==> config.mk <==
export PLATFORM = sky130hd
export DESIGN_NAME = uart_tx_arb
export DESIGN_NICKNAME = d
export VERILOG_FILES = /design/src/rtl/uart_tx_arb.sv
export SDC_FILE = /design/constraint.sdc
export NUM_CORES = 1
export LEC_CHECK = 0
export CAP_MARGIN = 0
export CORE_MARGIN = 2
export CORE_UTILIZATION = 42
export CTS_CLUSTER_SIZE = 24
export DETAILED_ROUTE_END_ITERATION = 8
export PLACE_DENSITY = 0.69
export SYNTH_ARGS = -nofsm -noshare
export SYNTH_HDL_FRONTEND = slang
export SYNTH_SLANG_ARGS = --single-unit
==> constraint.sdc <==
create_clock -name clk -period 1.99 [get_ports clk]
set_input_delay 0.2985 -clock clk [delete_from_list [all_inputs] [get_ports clk]]
set_output_delay 0.2985 -clock clk [all_outputs]
set_load 0.02 [all_outputs]
==> src/rtl/uart_tx_arb.sv <==
// Round-robin arbiter sharing one UART transmitter between NUM_REQ packet streams.
// Ownership lasts a whole packet; an idle gap follows each packet; stalled owners are aborted.
module uart_tx_arb #(
  parameter int NUM_REQ        = 4,
  parameter int GAP_CYCLES     = 868,
  parameter int TIMEOUT_CYCLES = 65535
) (
  input  logic                   clk,
  input  logic                   rst,
  input  logic [NUM_REQ-1:0]     req_vld,
  input  logic [8*NUM_REQ-1:0]   req_data,
  input  logic [NUM_REQ-1:0]     req_last,
  output logic [NUM_REQ-1:0]     req_rdy,
  output logic                   tx_vld,
  output logic [7:0]             tx_data,
  input  logic                   tx_rdy,
  output logic [NUM_REQ-1:0]     grant,
  output logic                   busy,
  output logic                   timeout_err
);

  localparam int PW = $clog2(NUM_REQ);
  localparam int GW = (GAP_CYCLES > 1) ? $clog2(GAP_CYCLES) : 1;
  localparam int TW = (TIMEOUT_CYCLES > 1) ? $clog2(TIMEOUT_CYCLES + 1) : 1;
  localparam logic [GW-1:0] GAP_LAST = GW'((GAP_CYCLES > 0) ? GAP_CYCLES - 1 : 0);
  localparam logic [TW-1:0] TO_MAX   = TW'(TIMEOUT_CYCLES);
  localparam logic [PW-1:0] LAST_IDX = PW'(NUM_REQ - 1);

  typedef enum logic [1:0] {S_IDLE, S_GRANT, S_GAP} state_e;

  state_e               state_q, state_d;
  logic [NUM_REQ-1:0]   grant_q, grant_d;
  logic [PW-1:0]        owner_q, owner_d;
  logic [PW-1:0]        rr_ptr_q, rr_ptr_d;
  logic [GW-1:0]        gap_cnt_q, gap_cnt_d;
  logic [TW-1:0]        to_cnt_q, to_cnt_d;
  logic                 to_err_q, to_err_d;

  logic [PW-1:0]        idx, sel_idx, owner_nxt;
  logic [NUM_REQ-1:0]   sel_oh;
  logic                 found, own_vld, own_last, abort, done;

  always_ff @(posedge clk or posedge rst) begin
    if (rst) begin
      state_q   <= S_IDLE;
      grant_q   <= '0;
      owner_q   <= '0;
      rr_ptr_q  <= '0;
      gap_cnt_q <= '0;
      to_cnt_q  <= '0;
      to_err_q  <= 1'b0;
    end else begin
      state_q   <= state_d;
      grant_q   <= grant_d;
      owner_q   <= owner_d;
      rr_ptr_q  <= rr_ptr_d;
      gap_cnt_q <= gap_cnt_d;
      to_cnt_q  <= to_cnt_d;
      to_err_q  <= to_err_d;
    end
  end

  // First requester at or after rr_ptr, wrapping modulo NUM_REQ.
  always_comb begin
    idx     = '0;
    sel_idx = '0;
    sel_oh  = '0;
    found   = 1'b0;
    for (int i = 0; i < NUM_REQ; i++) begin
      idx = PW'((int'(rr_ptr_q) + i) % NUM_REQ);
      if (!found && req_vld[idx]) begin
        found   = 1'b1;
        sel_idx = idx;
      end
    end
    sel_oh[sel_idx] = 1'b1;
  end

  always_comb begin
    state_d   = state_q;
    grant_d   = grant_q;
    owner_d   = owner_q;
    rr_ptr_d  = rr_ptr_q;
    gap_cnt_d = gap_cnt_q;
    to_cnt_d  = to_cnt_q;
    to_err_d  = 1'b0;
    own_vld   = req_vld[owner_q];
    own_last  = req_last[owner_q];
    owner_nxt = (owner_q == LAST_IDX) ? '0 : owner_q + PW'(1);
    // Abort only with tx_vld low so the transmitter never sees a withdrawn byte.
    abort     = (TIMEOUT_CYCLES != 0) && (to_cnt_q == TO_MAX) && !tx_vld;
    done      = (tx_vld && tx_rdy && own_last) || abort;
    case (state_q)
      S_IDLE: begin
        if (found) begin
          grant_d  = sel_oh;
          owner_d  = sel_idx;
          to_cnt_d = '0;
          state_d  = S_GRANT;
        end
      end
      S_GRANT: begin
        if (own_vld)                to_cnt_d = '0;
        else if (to_cnt_q != TO_MAX) to_cnt_d = to_cnt_q + TW'(1);
        if (done) begin
          rr_ptr_d  = owner_nxt;
          grant_d   = '0;
          to_err_d  = abort;
          gap_cnt_d = '0;
          state_d   = (GAP_CYCLES == 0) ? S_IDLE : S_GAP;
        end
      end
      S_GAP: begin
        gap_cnt_d = gap_cnt_q + GW'(1);
        if (gap_cnt_q == GAP_LAST) state_d = S_IDLE;
      end
      default: state_d = S_IDLE;
    endcase
  end

  // grant_q is zero outside GRANT, which blanks every datapath output.
  always_comb begin
    grant       = grant_q;
    tx_vld      = |(req_vld & grant_q);
    tx_data     = tx_vld ? req_data[{owner_q, 3'b000} +: 8] : 8'h00;
    req_rdy     = grant_q & {NUM_REQ{tx_rdy}};
    busy        = (state_q != S_IDLE);
    timeout_err = to_err_q;
  end

endmodule

==> out/metrics.yaml <==
synthesis:
  yosys_warnings: 0
  synth_compound_area_frac: 0.219
  synth_top_cell_by_area: "dfrtp_1"
  synth_top_area_frac: 0.350
  synthAdderAreaFrac: 0.0142
  syn_nets: 308
  syn_inst: 262
  avgSynthCellArea_sq_um: 10.1
  synthesis.area_sq_um: 2650
  seq_area_frac_synth: 0.350
  synth_top_cells_by_count: "dfrtp_1 (37), nand2_1 (21), o21ai_0 (16)"
  ys.flop_type: "dfrtp_1"
  synth.most_common_cell: "dfrtp_1"
  synthSimpleGateAreaFrac: 0.188
  synth-xor-area-share: 0.0165
  synth_area_leaders: "dfrtp_1 (35%), mux4_2 (7.7%), mux2i_1 (5.3%), o21bai_1 (3.7%), o21ai_0 (3.0%)"
  synthMuxAreaShare: 0.157
  async_reset_ff_frac: 1.00
  synth_edf_count: 0
  synth-seq-cells: 37
  synth_top_family_by_area: "compound AO/OA/AOI/OAI gates"
  synth_cell_types: 54
clock_network:
  clkTransAtPathRegs_ns: 0.08
  cts-hold-fix-buffers: 0
  tritoncts: "built"
  clkSinkCount: 37
  htree_num_levels: 2
  clockBufferDepth: 2
  cts.root.buffer_cell: "clkbuf_8"
  worst_skew_pair.late_latency_ns: 0.29
  cts_buffers: 5
hold_path:
  hold_class: "in2async"
global_routing:
  grt_pass1_vias: 2624
  grt_pass1_wl_mm: 12.2
  grt_max_degree: 38
  antenna_found_initial: 0
  grt-ovfl-total: 0
  track_usage: 0.210
power:
  leakage_nw: 1.55
  power.switching_w: 0.000335
  switching_share: 0.211
  power_density_nw_per_um2: 422
  ir_drop_mv: 0.416
  p_seq_frac: 0.472
  pwr-share-clk: 0.438
  intPower_w: 0.00126
  p_comb_frac: 0.091
setup_path:
  cp_max_fo: 9
  path_cells: "buf_12 > mux4_2 > nor2b_1 > buf_2"
  cp_data_arrival_time_ns: 1.64
  critPathCaptureType: "output pin"
  critPathTopFamily: "multiplexers"
  slowest_stage: "mux4_2"
  start_kind: "register"
  path_class: "reg2out"
  cpPeakStageDelay_ns: 0.51
  crit_required_ns: 1.69
  reg2regPathDepth: 6
  cp.buffers_inverters: 2
  cp.depth: 4
cells_and_area:
  areaGrowthSynthToFinish_pct: 42.6
  ff_latch_area_sq_um: 926
  drive_gt1_frac: 0.247
  multiInputGateArea_sq_um: 1610
  n_antenna_cell: 0
  fillCellCount: 515
  final_cells: 440
  final_nets: 410
sta:
  finalCritPeriodShare: 0.976
  maxSlewHeadroom: 0.669
  max_freq_mhz: 515
  tightest_slew_ns: 0.497
  setup_viol: 0
  fin_worst_skew_ns: 0.00995
  hold_violations: 0
  rsz0062_at_grt: "true"
  fin_crit_ns: 1.94
  slew_violations: 0
  hold_ws_ns: 0.420
outcome:
  status: "complete, no violations"
detailed_routing:
  vias_per_cell: 5.72
  via_count: 2515
  drc: 0
  routed_wl_mm: 7.10
  dr.pass1.iters: 4
  antenna_left: 0
  first_iter_violations: 100
  wl_per_cell_um: 16.1
run:
  drv_cap: 0
die:
  io_pins: 62
  initial_core_util: 0.442
  die_y_um: 83.4
  core-area_sq_um: 5990
  rows: 28
  dieArea_sq_um: 6950
  dieWidth_um: 83.4
placement:
  place_inst: 428
  io_buffers: 61
  finalWeightedCongestion: 0.888
  dp_hpwl_mm: 5.39
-- placed cells by master, fill, tap and decap left out, types with 5 or more instances in the layout --
master / n
nand3_1: 7
clkbuf_8: 6
o21bai_1: 13
buf_2: 7
a32o_1: 5
or4_1: 5
nor2_1: 5
mux4_2: 10
dfrtp_1: 37
o22ai_1: 5
nor2b_1: 9
o21ai_0: 16
nor3_1: 6
nand2_1: 21
a211oi_1: 9
inv_1: 11
buf_4: 43
nand4_1: 8
clkdlybuf4s50_1: 49
mux2i_1: 14
-- logic make-up after synthesis --
family          Yosys count
flops                    37
mux                      28
compound gates           79
fa+ha+maj                 3
xor+xnor                  5
simple gates             85
buf+inv                  25
-- final timing paths --
kind | from | end | slack (ns)
max in group asynchronous | rst | to_cnt_q[0] | 1.22
hold reg to reg | rr_ptr_q[0] | rr_ptr_q[0] | 0.52
min in group clk | rr_ptr_q[0] | rr_ptr_q[0] | 0.52
setup / recovery | owner_q[0] | tx_data[3] | 0.05
setup reg to reg | owner_q[0] | to_cnt_q[15] | 0.07
hold / removal | rst | to_cnt_q[5] | 0.42
-- flip-flops by register name (all words and copies together) (netlist names) --
name,count
grant,4
to_cnt_q,16
gap_cnt_q,10
rr_ptr_q,2
owner_q,2
state_q,2
timeout_err,1
-- power groups by stage --
stage                     Clock (W)  Sequential, W  Combinational (W)
after floorplan                   0       0.000766          0.0000385
after global placement            0       0.000766           0.000141
after detailed placement          0       0.000766           0.000145
after CTS                  0.000712       0.000751           0.000146
after global routing       0.000747       0.000751           0.000155
final                      0.000697       0.000751           0.000144
-- area by class of cell --
cell class,instances,area share
clock buffers,6,0.0219
clock inverters,2,0.00994
inverters,11,0.0109
multi-input cells,201,0.427
flip-flops and latches,37,0.245
well taps,75,0.0249
repair buffers,108,0.261
-- timing repair --
item,CTS,global route
pin swaps,0,2
buffers inserted,1,2
setup endpoints to repair,15,39
resized for setup,37,13
endpoints found under the hold margin,0,0
cloned,1,0
-- routing by layer --
metal	GRT usage	vias up	part of all wire
li1	-	1228	-
met1	0.273	1251	0.45
met2	0.373	30	0.53
met3	0.0318	6	0.020
met4	0.0402	0	0.0062
met5	0	-	0
-- metrics by stage --
step | worst slack, ns | power (W) | util | cell area [sq um] | TNS, ns
finish | 0.0479 | 0.00159 | 0.630 | 3770 | 0
CTS | 0.0109 | 0.00161 | 0.620 | 3720 | 0
global placement | -0.285 | 0.000908 | 0.605 | 3620 | -8.78
detailed placement | -0.318 | 0.000911 | 0.605 | 3620 | -9.97
global route | -0.0306 | 0.00165 | 0.630 | 3770 | -0.0674
floorplan | 0.192 | 0.000805 | - | 2650 | 0
-- worst reg2reg max path, cell delays in order, from the launching register on --
cell	delay, ns
dfrtp_1	0.41
buf_4	0.16
mux4_2	0.41
nor2_2	0.08
a2111oi_0	0.43
buf_4	0.18
mux2i_1	0.17
No activity file was read; power rests on OpenSTA's default activity.
